File: config.mk
export PLATFORM = sky130hd
export DESIGN_NAME = board_gen_param
export DESIGN_NICKNAME = d
export VERILOG_FILES = /design/src/rtl/flood_pkg.sv /design/src/rtl/lfsr_galois.sv /design/src/rtl/board_gen_param.sv
export SDC_FILE = /design/constraint.sdc
export NUM_CORES = 1
export LEC_CHECK = 0
export ABC_AREA = 1
export ABC_CLOCK_PERIOD_IN_PS = 2000
export CORE_MARGIN = 2
export CORE_UTILIZATION = 54
export CTS_BUF_LIST = sky130_fd_sc_hd__clkbuf_8 sky130_fd_sc_hd__clkbuf_16
export DETAILED_ROUTE_END_ITERATION = 6
export PLACE_DENSITY = 0.76
export SYNTH_ARGS = -nofsm -noshare
export SYNTH_HDL_FRONTEND = slang
export SYNTH_SLANG_ARGS = --single-unit
File: constraint.sdc
create_clock -name CLOCK -period 2 [get_ports CLOCK]
set_input_delay 0.5 -clock CLOCK [delete_from_list [all_inputs] [get_ports CLOCK]]
set_output_delay 0.5 -clock CLOCK [all_outputs]
set_load 0.02 [all_outputs]
File: src/rtl/flood_pkg.sv
// Shared definitions for the Flood-It board generator.
//   gen_state_t : generator FSM states
//   MaxSize, ColorW, LfsrW, LfsrTaps, DefaultSeed, MaxTries : default parameter values
//   size_w()    : width needed to hold a board edge of 0..max_size
package flood_pkg;

  localparam int unsigned MaxSize     = 26;
  localparam int unsigned ColorW      = 3;
  localparam int unsigned LfsrW       = 16;
  localparam logic [15:0] LfsrTaps    = 16'hB400;
  localparam logic [15:0] DefaultSeed = 16'hDAD7;
  localparam int unsigned MaxTries    = 8;

  typedef enum logic [2:0] {
    StIdle,
    StLoad,
    StDraw,
    StWrite,
    StDone,
    StErr
  } gen_state_t;

  function automatic int unsigned size_w(input int unsigned max_size);
    return $clog2(max_size + 1);
  endfunction

endpackage

File: src/rtl/lfsr_galois.sv
// Galois LFSR, shifting right with feedback mask LFSR_TAPS applied when the
// outgoing bit is 1. A nonzero state never steps to zero.
//   clk_i, rst_ni : clock, async active-low reset (state <- RESET_VAL)
//   load_i/seed_i : load seed (has priority over step)
//   step_i        : advance one step
//   state_o       : current state
module lfsr_galois #(
  parameter int unsigned       LFSR_W    = 16,
  parameter logic [LFSR_W-1:0] LFSR_TAPS = 16'hB400,
  parameter logic [LFSR_W-1:0] RESET_VAL = 16'hDAD7
) (
  input  logic              clk_i,
  input  logic              rst_ni,
  input  logic              load_i,
  input  logic [LFSR_W-1:0] seed_i,
  input  logic              step_i,
  output logic [LFSR_W-1:0] state_o
);

  logic [LFSR_W-1:0] state_q, state_d;

  always_comb begin
    state_d = state_q;
    if (load_i) begin
      state_d = seed_i;
    end else if (step_i) begin
      state_d = (state_q >> 1) ^ ({LFSR_W{state_q[0]}} & LFSR_TAPS);
    end
  end

  always_ff @(posedge clk_i or negedge rst_ni) begin
    if (!rst_ni) begin
      state_q <= RESET_VAL;
    end else begin
      state_q <= state_d;
    end
  end

  assign state_o = state_q;

endmodule

File: src/rtl/board_gen_param.sv
// Flood-It board generator. On START fills a SIZE x SIZE board in row-major
// order through a one-cell-per-strobe write port. Colours come from an LFSR by
// rejection sampling; NO_ADJ forbids matching the left/upper neighbour. After
// MAX_TRIES rejections the smallest legal colour is used instead.
//   CLOCK, RESET_N          : clock, async active-low reset
//   START, ABORT            : level request (sampled in idle) / cancel
//   SEED, SIZE, COLOR_NUM,
//   NO_ADJ                  : configuration, captured on accepted START
//   WR_EN/ROW/COL/COLOR     : registered board RAM write port
//   BUSY, READY, ERROR      : status (READY/ERROR held until START drops)
module board_gen_param
  import flood_pkg::*;
#(
  parameter int unsigned       MAX_SIZE     = MaxSize,
  parameter int unsigned       COLOR_W      = ColorW,
  parameter int unsigned       LFSR_W       = LfsrW,
  parameter logic [LFSR_W-1:0] LFSR_TAPS    = LfsrTaps,
  parameter logic [LFSR_W-1:0] DEFAULT_SEED = DefaultSeed,
  parameter int unsigned       MAX_TRIES    = MaxTries,
  localparam int unsigned      SIZE_W       = size_w(MAX_SIZE)
) (
  input  logic               CLOCK,
  input  logic               RESET_N,
  input  logic               START,
  input  logic               ABORT,
  input  logic [LFSR_W-1:0]  SEED,
  input  logic [SIZE_W-1:0]  SIZE,
  input  logic [COLOR_W:0]   COLOR_NUM,
  input  logic               NO_ADJ,
  output logic               WR_EN,
  output logic [SIZE_W-1:0]  WR_ROW,
  output logic [SIZE_W-1:0]  WR_COL,
  output logic [COLOR_W-1:0] WR_COLOR,
  output logic               BUSY,
  output logic               READY,
  output logic               ERROR
);

  localparam int unsigned      NumColors = 2 ** COLOR_W;
  localparam int unsigned      TryW      = $clog2(MAX_TRIES + 1);
  localparam logic [COLOR_W:0] NcolMax   = (COLOR_W + 1)'(NumColors);
  localparam logic [SIZE_W-1:0] SizeMax  = SIZE_W'(MAX_SIZE);

  // True when colour c may not be placed in the current cell.
  function automatic logic excluded(input logic [COLOR_W-1:0] c,
                                    input logic [COLOR_W:0]   ncol,
                                    input logic               no_adj,
                                    input logic               has_left,
                                    input logic [COLOR_W-1:0] left,
                                    input logic               has_above,
                                    input logic [COLOR_W-1:0] above);
    return ({1'b0, c} >= ncol) ||
           (no_adj && ((has_left && c == left) || (has_above && c == above)));
  endfunction

  gen_state_t         state_q, state_d;
  logic               busy_q, busy_d, ready_q, ready_d, error_q, error_d;
  logic               wr_en_q, wr_en_d;
  logic [SIZE_W-1:0]  wr_row_q, wr_row_d, wr_col_q, wr_col_d;
  logic [COLOR_W-1:0] wr_color_q, wr_color_d;
  logic [SIZE_W-1:0]  row_q, row_d, col_q, col_d, size_q, size_d;
  logic [COLOR_W:0]   ncol_q, ncol_d;
  logic               no_adj_q, no_adj_d;
  logic [TryW-1:0]    tries_q, tries_d;
  logic [COLOR_W-1:0] left_q, left_d;
  logic [COLOR_W-1:0] rowbuf_q [MAX_SIZE];

  logic               lfsr_load, lfsr_step, rowbuf_we;
  logic [LFSR_W-1:0]  lfsr_state, seed_eff;
  logic [COLOR_W-1:0] cand, above, fallback;
  logic               cand_reject, cfg_bad, last_col, last_row, last_try;
  logic               unused_lfsr_hi;

  assign seed_eff = (SEED == '0) ? DEFAULT_SEED : SEED;

  lfsr_galois #(
    .LFSR_W    (LFSR_W),
    .LFSR_TAPS (LFSR_TAPS),
    .RESET_VAL (DEFAULT_SEED)
  ) u_lfsr (
    .clk_i   (CLOCK),
    .rst_ni  (RESET_N),
    .load_i  (lfsr_load),
    .seed_i  (seed_eff),
    .step_i  (lfsr_step),
    .state_o (lfsr_state)
  );

  assign cand           = lfsr_state[COLOR_W-1:0];
  assign unused_lfsr_hi = ^lfsr_state[LFSR_W-1:COLOR_W];
  assign above          = rowbuf_q[col_q];

  assign cand_reject = excluded(cand, ncol_q, no_adj_q, col_q != '0, left_q, row_q != '0, above);
  assign cfg_bad     = (size_q == '0) || (size_q > SizeMax) ||
                       (ncol_q < (COLOR_W + 1)'(2)) || (ncol_q > NcolMax) ||
                       (no_adj_q && ncol_q < (COLOR_W + 1)'(3));
  assign last_col    = (col_q == size_q - SIZE_W'(1));
  assign last_row    = (row_q == size_q - SIZE_W'(1));
  assign last_try    = (tries_q == TryW'(MAX_TRIES - 1));

  // Smallest legal colour; scanning downwards leaves the lowest one.
  // With NO_ADJ at most two colours are excluded and COLOR_NUM >= 3.
  always_comb begin
    fallback = '0;
    for (int i = NumColors - 1; i >= 0; i--) begin
      if (!excluded(COLOR_W'(i), ncol_q, no_adj_q, col_q != '0, left_q, row_q != '0, above)) begin
        fallback = COLOR_W'(i);
      end
    end
  end

  always_comb begin
    state_d    = state_q;
    busy_d     = busy_q;
    ready_d    = ready_q;
    error_d    = error_q;
    wr_en_d    = 1'b0;
    wr_row_d   = wr_row_q;
    wr_col_d   = wr_col_q;
    wr_color_d = wr_color_q;
    row_d      = row_q;
    col_d      = col_q;
    size_d     = size_q;
    ncol_d     = ncol_q;
    no_adj_d   = no_adj_q;
    tries_d    = tries_q;
    left_d     = left_q;
    lfsr_load  = 1'b0;
    lfsr_step  = 1'b0;
    rowbuf_we  = 1'b0;

    unique case (state_q)
      StIdle: begin
        if (START && !ABORT) begin
          state_d   = StLoad;
          busy_d    = 1'b1;
          size_d    = SIZE;
          ncol_d    = COLOR_NUM;
          no_adj_d  = NO_ADJ;
          lfsr_load = 1'b1;
        end
      end
      StLoad: begin
        if (cfg_bad) begin
          state_d = StErr;
          busy_d  = 1'b0;
          error_d = 1'b1;
        end else begin
          row_d   = '0;
          col_d   = '0;
          tries_d = '0;
          state_d = StDraw;
        end
      end
      StDraw: begin
        lfsr_step = 1'b1;
        if (!cand_reject || last_try) begin
          wr_en_d    = 1'b1;
          wr_row_d   = row_q;
          wr_col_d   = col_q;
          wr_color_d = cand_reject ? fallback : cand;
          state_d    = StWrite;
        end else begin
          tries_d = tries_q + TryW'(1);
        end
      end
      StWrite: begin
        rowbuf_we = 1'b1;
        left_d    = wr_color_q;
        tries_d   = '0;
        if (last_col) begin
          col_d = '0;
          row_d = row_q + SIZE_W'(1);
        end else begin
          col_d = col_q + SIZE_W'(1);
        end
        if (last_col && last_row) begin
          state_d = StDone;
          busy_d  = 1'b0;
          ready_d = 1'b1;
        end else begin
          state_d = StDraw;
        end
      end
      StDone: begin
        if (!START) begin
          ready_d = 1'b0;
          state_d = StIdle;
        end
      end
      StErr: begin
        if (!START) begin
          error_d = 1'b0;
          state_d = StIdle;
        end
      end
      default: state_d = StIdle;
    endcase

    // Abort wins over everything outside idle; the partial board stays in RAM.
    if (ABORT && state_q != StIdle) begin
      state_d   = StIdle;
      busy_d    = 1'b0;
      ready_d   = 1'b0;
      error_d   = 1'b0;
      wr_en_d   = 1'b0;
      rowbuf_we = 1'b0;
    end
  end

  always_ff @(posedge CLOCK or negedge RESET_N) begin
    if (!RESET_N) begin
      state_q    <= StIdle;
      busy_q     <= 1'b0;
      ready_q    <= 1'b0;
      error_q    <= 1'b0;
      wr_en_q    <= 1'b0;
      wr_row_q   <= '0;
      wr_col_q   <= '0;
      wr_color_q <= '0;
      row_q      <= '0;
      col_q      <= '0;
      size_q     <= '0;
      ncol_q     <= '0;
      no_adj_q   <= 1'b0;
      tries_q    <= '0;
      left_q     <= '0;
    end else begin
      state_q    <= state_d;
      busy_q     <= busy_d;
      ready_q    <= ready_d;
      error_q    <= error_d;
      wr_en_q    <= wr_en_d;
      wr_row_q   <= wr_row_d;
      wr_col_q   <= wr_col_d;
      wr_color_q <= wr_color_d;
      row_q      <= row_d;
      col_q      <= col_d;
      size_q     <= size_d;
      ncol_q     <= ncol_d;
      no_adj_q   <= no_adj_d;
      tries_q    <= tries_d;
      left_q     <= left_d;
    end
  end

  // Colours of the previous row, indexed by column.
  always_ff @(posedge CLOCK or negedge RESET_N) begin
    if (!RESET_N) begin
      for (int i = 0; i < MAX_SIZE; i++) begin
        rowbuf_q[i] <= '0;
      end
    end else if (rowbuf_we) begin
      rowbuf_q[col_q] <= wr_color_q;
    end
  end

  assign WR_EN    = wr_en_q;
  assign WR_ROW   = wr_row_q;
  assign WR_COL   = wr_col_q;
  assign WR_COLOR = wr_color_q;
  assign BUSY     = busy_q;
  assign READY    = ready_q;
  assign ERROR    = error_q;

endmodule

# After elaboration in Yosys (flattened, before gate mapping)
# Cells that the tools add are included.
[totals]
ff_bits = 141
in_bits = 30
[classes]
add_sub_neg = 4
order_cmp = 15
eq_ne = 34
n_mux = 53
bitwise = 2
n_reduce_logical = 81
[ops]
columns = ["cell", "count"]
rows = [
  ["$bwmux W78", 1],
  ["$mux W3", 18],
  ["$mux W16", 3],
  ["$logic_and A1 B1 Y1", 32],
  ["$eq A3 B3 Y1 const A", 8],
  ["$logic_or A1 B1 Y1", 23],
  ["$pmux W5 S2", 2],
  ["$ne A3 B3 Y1 const B", 6],
  ["$mux W1", 17],
  ["$ge A3 B4 Y1 const A", 4],
  ["$logic_not A16 Y1", 1],
  ["$xor A15 B16 Y16", 1],
  ["$bmux W3 S5", 1],
  ["$demux W3 S5", 1],
  ["$mux W5", 3],
  ["$pmux W3 S5", 1],
  ["$reduce_and A3 Y1", 5],
  ["$eq A2 B3 Y1 const A", 4],
  ["$pmux W4 S3", 1],
  ["$reduce_bool A3 Y1", 4],
  ["$add A5 B1 Y5 const B", 2],
  ["$eq A5 B5 Y1", 2],
  ["$reduce_bool A5 Y1", 2],
  ["$logic_not A3 Y1", 3],
  ["other kinds (29)", 44],
]

# Longest topological paths before layout
# Gate-level depths: netlist of the first run.
[depth]
word_depth = 18
depth_mapped = 22
depth_no_buf = 21

# Hierarchy
# A second synthesis of the first run with hierarchy kept.
[unflattened]
cells_unflattened = 1059
area_unflattened_um2 = 7676.1
[by_module_without_submodules]
columns = ["mod", "n_inst", "cells_per_inst", "area_per_inst_um2"]
rows = [
  ["board_gen_param", 1, 959, 6887.9],
  ["lfsr_galois", 1, 100, 788.3],
]

# Worst setup path before layout of the first run
# OpenSTA, ideal clock, no wires.
[synth_timing]
path_kind = "register to register"
start = "reg size_q[0]"
end = "reg row_q[4]"
arrival_ns = 2.073
required_time_ns = 1.914
setup_slack_ns = -0.159
path_stages_with_launch = 14
n_path_buf = 0
synth_period_minus_slack_ns = 2.159
cell_sequence = "dfrtp_1 > inv_1 > ha_1 > nand2_1 > o21ai_0 > nor4_1 > nand3_1 > nor2_1 > nor2_1 > nor2_4 > nand3_1 > nor2_1 > nor2_1 > nor3_1"
[synth_via]
elab_chain_len = 7
[synth_lines]
columns = ["item", "line_no", "source"]
rows = [
  ["start: declaration", "board_gen_param.sv:61", "logic [SIZE_W-1:0] row_q, row_d, col_q, col_d, size_q, size_d;"],
  ["start signal: assignment", "board_gen_param.sv:239", "size_q <= size_d;"],
  ["branches (longest 6 deep; another with $sub A5 B1 Y5)", "-", ""],
  ["$reduce_and A3 Y1 (no source line) (*)", "-", ""],
  ["end signal: assignment", "board_gen_param.sv:237", "row_q <= row_d;"],
  ["end: declaration", "board_gen_param.sv:61", ""],
]
# Every way passes the cells marked *.
# A chain may end at the register's enable or synchronous reset.

# Worst setup path after layout of the first run
[layout_timing]
start = "reg col_q[0]"
end = "reg wr_row_q[4], in the netlist WR_ROW[4]"
[layout_via]
elab_chain_len = 12
[layout_lines]
columns = ["item", "line_no", "source"]
rows = [
  ["start: declaration", "board_gen_param.sv:61", ""],
  ["start signal: assignment", "board_gen_param.sv:238", "col_q <= col_d;"],
  ["$not A5 Y6 (not written as such)", "board_gen_param.sv:91", "assign above = rowbuf_q[col_q];"],
  ["$bmux W3 S5", "board_gen_param.sv:91", ""],
  ["$mux W3 (not written as such) (2 in a row)", "board_gen_param.sv:91", ""],
  ["$eq A3 B3 Y1", "board_gen_param.sv:53", "(no_adj && ((has_left && c == left) || (has_above && c == above)));"],
  ["$logic_and A1 B1 Y1", "board_gen_param.sv:53", ""],
  ["$logic_or A1 B1 Y1 (*)", "board_gen_param.sv:53", ""],
  ["$logic_and A1 B1 Y1 (*)", "board_gen_param.sv:53", ""],
  ["$logic_or A1 B1 Y1 (*)", "board_gen_param.sv:52", "return ({1'b0, c} >= ncol) ||"],
  ["$logic_not A1 Y1 (*)", "board_gen_param.sv:157", "if (!cand_reject || last_try) begin"],
  ["$logic_or A1 B1 Y1 (*)", "board_gen_param.sv:157", ""],
  ["$reduce_and A2 Y1 (no source line) (*)", "-", ""],
  ["end signal: assignment", "board_gen_param.sv:234", "wr_row_q <= wr_row_d;"],
  ["end: declaration", "board_gen_param.sv:59", "logic [SIZE_W-1:0] wr_row_q, wr_row_d, wr_col_q, wr_col_d;"],
]
# Every way passes the cells marked *; elsewhere a longest branch is shown, timed or not. The select of a mux whose other input is x is not followed.

==> flow_summary.yaml, run 1 <==
global_routing:
  grt-ovfl-total: 0
  grt_max_degree: 42
  grt_pass1_vias: 7306
  grt_antenna_before_repair: 0
  grt_pass1_wl_microns: 34900
  grt.total_usage_pct: 27.5
yosys:
  synth_edf_count: 0
  syn_nets: 1067
  syn_avg_cell_area_sq_um: 7.63
  yosysTopAreaCell: "dfrtp_1"
  yosysTopAreaCellShare_pct: 41.7
  yosys.cell_types.count: 51
  synth_common_cells: "nand2_1 (326), dfrtp_1 (130), inv_1 (129), o21ai_0 (121), nor2_1 (63)"
  synthCells: 1024
  synthTopCellsByArea: "dfrtp_1 (42%), nand2_1 (16%), o21ai_0 (7.8%)"
  synth_flop_cell: "dfrtp_1"
  synthArstFlopShare_pct: 100
  ys_ff_latch: 141
  yosysMostFrequentCell: "nand2_1"
  synthesis.area_sq_mm: 0.00781
  yosysWarnings: 0
  ys_seq_area_share_pct: 45.4
hold_path:
  whs_endpoint: "BUSY$_DFFE_PN0P_"
  hold_class: "register to register"
  hp-start: "BUSY$_DFFE_PN0P_"
  worstHoldPathCells: 2
sta:
  tightest_slew_ns: 0.438
  period_share_pct: 122
  fin_skew_ns: 0.00763
  timing.final.hold_violations: 0
  max_freq_mhz: 408
  drv_slew: 0
  grt_setup_unrepaired: "yes"
  finalSetupTns_ns: -9.05
  layout_min_cycle_time_ns: 2.45
  slew_headroom_pct: 70.8
  setup_ws_ns: -0.448
  setup_violations: 33
critical_path:
  crit_fanout: 8
  start_kind: "register"
  cp.arrival_ns: 2.80
  reg2reg_depth: 19
  worstPathRequired_ns: 2.35
  r2r-start: "col_q[0]$_DFFE_PN0P_"
  reg2reg_to: "WR_ROW[4]$_DFFE_PN0N_"
  cp-end-kind: "register"
  reg2reg_slack_ns: -0.45
  crit_type: "register to register"
cts:
  cts_buffers: 17
  cts_tree: "built"
  clock_latency_ns: 0.43
  root_buffer: "clkbuf_16"
  clockBufferDepth: 2
  clk_pin_slew_ns: 0.06
  cts-htree-levels: 4
  cts.sinks: 141
run:
  drv_cap: 0
power_and_ir_drop:
  power_density_mw_per_mm2: 1330
  p_comb_share_pct: 47.5
  finalPower_mw: 13.6
  seq_power_share_pct: 28.3
  internal-power_mw: 8.25
  p_clk_share_pct: 24.3
  vdd_drop_max_uv: 737
  power.leakage_nw: 4.82
  switching_share_pct: 39.3
  p_switching_mw: 5.35
floorplan:
  start_util_pct: 55.8
  die_w_microns: 124
  die_y_microns: 124
  fp.dieArea_sq_mm: 0.0154
  placementRows: 43
  core_area_sq_mm: 0.0140
  pin_count: 47
run_status:
  status: "finished, violations left"
  violations: "setup timing"
place:
  portBuffers: 46
  place.gp.congestion: 0.886
  dp_worst_setup_slack_ns: -0.426
  place_inst: 1303
  dp_hpwl_microns: 13700
routing:
  routedWlPerCell_microns: 15.9
  wl_microns: 21600
  postRouteAntennaNets: 0
  drtIter0Drc: 946
  vias_per_cell: 5.54
  drc: 0
  vias: 7557
  drt_first_pass_iters: 5
layout:
  final_nets: 1213
  num_antenna_cells: 0
  drive_gt1_share_pct: 22.5
  nFillCells: 1009
  layoutNonFillerInstCount: 1363
  area_growth_syn_to_layout_pct: 31.0
## metrics by stage
stage | hold WS [ns] | instance area, sq um | utilization, %
4_1_cts | 0.481 | 9940 | 71.1
3_5_place_dp | 0.452 | 9030 | 64.5
2_1_floorplan | 0.204 | 7830 | -
6_report | 0.478 | 10200 | 73.1
3_3_place_gp | 0.454 | 9030 | 64.5
5_1_grt | 0.497 | 10200 | 73.1
## flip-flops by register name (all words and copies together), names as in the netlist
signal	flops
BUSY	1
ERROR	1
READY	1
WR_COL	5
WR_COLOR	3
WR_EN	1
WR_ROW	5
col_q	5
left_q	3
ncol_q	4
no_adj_q	1
row_q	5
rowbuf_q	78
size_q	5
state_q	3
tries_q	4
u_lfsr.state_o	16
## per-layer routing
metal / GRT usage, % / vias to the layer above / wire [microns]
li1: - / 3566 / -
met1: 36.3 / 3587 / 9060
met2: 45.0 / 342 / 10500
met3: 5.58 / 62 / 1470
met4: 10.5 / 0 / 555
met5: 0 / - / 0
## area by class of cell
| type | instances | area (sq um) | share of cell area, % |
|---|---|---|---|
| flip-flops and latches | 141 | 3540 | 34.6 |
| repair inverters | 2 | 20.0 | 0.196 |
| multi-input cells | 711 | 3730 | 36.5 |
| clock inverters | 13 | 161 | 1.58 |
| clock buffers | 19 | 453 | 4.43 |
| repair buffers | 161 | 1560 | 15.3 |
| well taps | 180 | 225 | 2.20 |
| inverters | 136 | 533 | 5.21 |
## repair_timing
action / CTS / global route
gates cloned: 5 / 3
endpoints found under the setup margin: 37 / 91
setup buffers: 11 / 8
pin swaps: 6 / 17
resized for setup: 42 / 50
hold buffers: 1 / 0
hold endpoints to repair: 2 / 0
## critical path, cell delays in order (launching register included)
cell       delay, ns
dfrtp_2         0.43
buf_8           0.17
clkbuf_16       0.16
nand2_1         0.06
nand3_1         0.09
nand2_1         0.05
nand2_1         0.07
nand2_1         0.06
nor2_2          0.11
nand2_2         0.10
a21oi_2         0.13
nand3_1         0.08
o21ai_1         0.16
nand2_1         0.08
nand2_2         0.11
nand2_4         0.08
nand2_8         0.14
clkbuf_16       0.18
nand2_2         0.05
o21ai_2         0.06
## worst max-delay path by stage
stage | start | endpoint | slack (ns) | cells after the start
6_report | col_q[0]$_DFFE_PN0P_ | WR_ROW[4]$_DFFE_PN0N_ | -0.45 | 19
5_1_grt | col_q[0]$_DFFE_PN0P_ | WR_ROW[4]$_DFFE_PN0N_ | -0.58 | 18
4_1_cts | col_q[0]$_DFFE_PN0P_ | WR_COL[1]$_DFFE_PN0N_ | -0.36 | 18
3_5_place_dp | col_q[0]$_DFFE_PN0P_ | tries_q[1]$_DFFE_PN0P_ | -0.43 | 18
3_3_place_gp | col_q[2]$_DFFE_PN0P_ | tries_q[0]$_DFFE_PN0P_ | -0.37 | 16
2_1_floorplan | col_q[0]$_DFFE_PN0P_ | WR_COL[3]$_DFFE_PN0N_ | -0.12 | 20
## cell usage in the layout (no fill, tap or decap), types with 26 or more instances in the layout
cell	netlist	final
nor2_1	63	50
nand2_1	326	306
inv_1	129	125
a21oi_1	30	26
buf_4	4	91
clkdlybuf4s50_1	0	43
dfrtp_1	130	128
o21ai_0	121	112
nand3_1	51	48
nand2_2	11	28
## kinds of logic after synthesis
group | Yosys count | share of synthesized area [%]
XOR/XNOR | 18 | 2.11
flip-flops | 141 | 45.4
adder cells (fa/ha/maj) | 13 | 2.08
AO/OA/AOI/OAI | 188 | 13.4
AND/OR/NAND/NOR | 492 | 27.4
buffers and inverters | 172 | 9.63
## power groups by stage
| stage | registers [mW] | logic [mW] | clock network [mW] |
|---|---|---|---|
| 6_report | 3.84 | 6.45 | 3.30 |
| 5_1_grt | 3.90 | 7.03 | 3.49 |
| 2_1_floorplan | 3.84 | 3.30 | 0 |
| 3_5_place_dp | 3.85 | 5.21 | 0 |
| 3_3_place_gp | 3.83 | 5.07 | 0 |
| 4_1_cts | 3.81 | 5.86 | 3.33 |
Power figures use the tool's default switching activity.
==> inputs of run 2 (changes only) <==
- ABC_AREA: 1 -> default
- PLACE_DENSITY: 0.76 -> 0.77
==> run 2 against run 1 <==
  * The flow still finishes with violations (setup timing)
  * Power down 0.72%
  * Combinational power shrank 1%
  * Sequential cell count unchanged
  * Area after synthesis decreased by 5.5%
  * Global-route usage grew 1.4 points
  * Wire length increased by 0.61%
  * Via count decreased by 18%
  * Clock power is essentially flat
  * Utilization is 4.8 points higher
  * Sequential power hardly changed
  * Critical endpoint is now WR_COL[2]$_DFFE_PN0N_
  * Largest power group unchanged
==> flow_summary.yaml, run 2 <==
yosys:
  synth_edf_count: 0
  yosys.area_share.simple_pct: 14.3
  yosysWarnings: 0
  synth-compound-area-share_pct: 9.22
  synth_top_family_by_area: "multiplexers"
  synthesis.area_sq_mm: 0.00738
  yosysTopAreaCell: "dfrtp_1"
  yosysMostFrequentCell: "dfrtp_1"
  synthXorXnorAreaFrac_pct: 3.34
  yosys.cell_types.count: 68
  ys_ff_latch: 141
  synthArstFlopShare_pct: 100
  synth_flop_cell: "dfrtp_1"
  synthCells: 689
  syn_avg_cell_area_sq_um: 10.7
  synth-adder-area-share_pct: 2.20
  synthTopCellsByArea: "dfrtp_1 (44%), mux2_2 (14%), nand2_1 (5.4%)"
  syn_nets: 732
  synth_common_cells: "dfrtp_1 (130), nand2_1 (107), mux2_2 (91), nor2_1 (46), clkbuf_1 (37)"
  synthMuxAreaShare_pct: 19.1
  ys_seq_area_share_pct: 48.0
  yosysTopAreaCellShare_pct: 44.1
layout:
  area_growth_syn_to_layout_pct: 40.3
  final_common_cell: "dfrtp_1"
  layoutNonFillerInstCount: 1046
  drive_gt1_share_pct: 42.3
  mostFrequentLayoutCells: "dfrtp_1 (128), buf_4 (124), nand2_1 (81), mux2_2 (60)"
  num_antenna_cells: 0
  largest_register: "rowbuf_q"
  nFillCells: 772
  largest_register_ffs: 78
  final_nets: 900
power_and_ir_drop:
  seq_power_share_pct: 28.5
  power_density_mw_per_mm2: 1300
  switching_share_pct: 36.0
  power.leakage_nw: 4.97
  finalPower_mw: 13.5
  p_clk_share_pct: 24.2
  internal-power_mw: 8.65
  p_comb_share_pct: 47.3
  p_switching_mw: 4.85
  vdd_drop_max_uv: 991
critical_path:
  crit_fanout: 11
  crit_type: "register to register"
  cpPeakStageDelay_ns: 0.56
  worstPathRequired_ns: 2.31
  crit_path_start: "col_q[0]$_DFFE_PN0P_"
  cp.arrival_ns: 3.43
  reg2reg_to: "WR_COL[2]$_DFFE_PN0N_"
  endpoint: "WR_COL[2]$_DFFE_PN0N_"
  reg2reg_slack_ns: -1.11
  r2r-start: "col_q[0]$_DFFE_PN0P_"
  cp_slowest_cell: "o41a_1"
  cp-end-kind: "register"
  crit_chain: "buf_6 -> mux4_2 -> a211oi_2 -> nand3_2 -> xor2_1 -> o41a_1 -> a21oi_4 -> buf_12 -> mux2_2"
  start_kind: "register"
  reg2reg_depth: 9
cts:
  cts.sinks: 141
  clockBufferDepth: 2
  cts-htree-levels: 4
  cts_buffers: 17
  clk_pin_slew_ns: 0.06
  clock_latency_ns: 0.43
  root_buffer: "clkbuf_16"
  cts_tree: "built"
global_routing:
  grt.total_usage_pct: 28.9
  grt_pass1_vias: 6262
  grt_max_degree: 58
  grt-ovfl-total: 0
  grt_antenna_before_repair: 0
  grt_pass1_wl_microns: 32500
sta:
  hold_slack_ns: 0.0340
  finalSetupTns_ns: -27.45
  fin_skew_ns: 0.00974
  grt_setup_unrepaired: "yes"
  drv_slew: 0
  max_freq_mhz: 321
  period_share_pct: 156
  slew_headroom_pct: 55.8
  setup_ws_ns: -1.11
  timing.final.hold_violations: 0
  tightest_slew_ns: 0.659
  layout_min_cycle_time_ns: 3.11
  setup_violations: 91
routing:
  drtIter0Drc: 616
  routedWlPerCell_microns: 20.8
  postRouteAntennaNets: 0
  drc: 0
  vias: 6225
  vias_per_cell: 5.95
  drt_first_pass_iters: 5
  wl_microns: 21800
floorplan:
  die_w_microns: 121
  placementRows: 42
  pin_count: 47
  die_y_microns: 121
  fp.dieArea_sq_mm: 0.0146
  core_area_sq_mm: 0.0133
  start_util_pct: 55.5
place:
  place.gp.congestion: 0.924
  place_inst: 993
  portBuffers: 46
  dp_hpwl_microns: 13600
run:
  drv_cap: 0
run_status:
  status: "finished, violations left"
  violations: "setup timing"
hold_path:
  hold_class: "input port to asynchronous set/reset pin"
run 2: cell count changes in the layout (fill, tap and decap cells not counted), moves of 33 or more:
cell     delta
nand2_1   -225
inv_1     -112
o21ai_0   -101
mux2_2     +60
nand3_1    -40
buf_4      +33
run 2: logic make-up after synthesis:
group           after synthesis
xor+xnor                     25
compound gates               98
buf+inv                      61
flops                       141
fa+ha+maj                    13
mux                         122
simple gates                229
run 2: area by class of cell:
cell class	instances	area [sq um]	area share, %
repair buffers	195	1740	16.8
multi-input cells	487	4180	40.3
well taps	176	220	2.13
clock buffers	20	467	4.51
inverters	15	61.3	0.592
flip-flops and latches	141	3540	34.2
clock inverters	12	144	1.39
run 2: metrics by stage:
step | worst slack [ns] | area (sq um) | utilization, %
after floorplan | -0.898 | 7520 | -
after detailed placement | -1.13 | 8980 | 67.5
final | -1.11 | 10400 | 77.9
after global placement | -1.04 | 8980 | 67.5
after global routing | -1.20 | 10400 | 77.9
after CTS | -0.957 | 9760 | 73.4
run 2: per-layer routing:
metal  vias to the layer above  part of all wire (%)  GRT usage [%]
met5                         -                     0              0
met4                         0                   2.9           10.2
li1                       2787                     -              -
met1                      3134                    42           37.7
met3                        60                   5.8           6.39
met2                       244                    50           47.6
run 2: power groups by stage:
stage / clock [mW] / sequential [mW] / combinational, mW
4_1_cts: 3.26 / 3.81 / 5.81
6_report: 3.27 / 3.85 / 6.38
3_3_place_gp: 0 / 3.84 / 5.24
2_1_floorplan: 0 / 3.87 / 3.19
5_1_grt: 3.42 / 3.89 / 6.84
3_5_place_dp: 0 / 3.88 / 5.42
run 2: how the worst min path moves through the flow:
| stage | startpoint | to | slack [ns] | cells past startpoint |
|---|---|---|---|---|
| 6_report | RESET_N | rowbuf_q[48]$_DFFE_PN0P_ | 0.03 | 1 |
| 5_1_grt | RESET_N | rowbuf_q[48]$_DFFE_PN0P_ | 0.07 | 1 |
| 4_1_cts | RESET_N | rowbuf_q[50]$_DFFE_PN0P_ | 0.06 | 1 |
| 3_5_place_dp | u_lfsr.state_o[15]$_DFFE_PN1P_ | u_lfsr.state_o[15]$_DFFE_PN1P_ | 0.48 | 2 |
| 3_3_place_gp | u_lfsr.state_o[15]$_DFFE_PN1P_ | u_lfsr.state_o[15]$_DFFE_PN1P_ | 0.46 | 2 |
| 2_1_floorplan | RESET_N | BUSY$_DFFE_PN0P_ | 0.20 | 0 |
run 2: critical path, delay by kind of cell (launching register included):
kind                   cells  cell delay [ns]
multiplexers               2             0.87
AO/OA/AOI/OAI              3             1.08
XOR/XNOR                   1             0.18
flip-flops                 1             0.44
buffers and inverters      2             0.29
AND/OR/NAND/NOR            1             0.14
run 2: timing repair:
| action | CTS | global route |
|---|---|---|
| hold buffers | 0 | 0 |
| pin swaps | 24 | 15 |
| resized for setup | 34 | 125 |
| setup buffers | 11 | 13 |
| setup endpoints to repair | 93 | 78 |
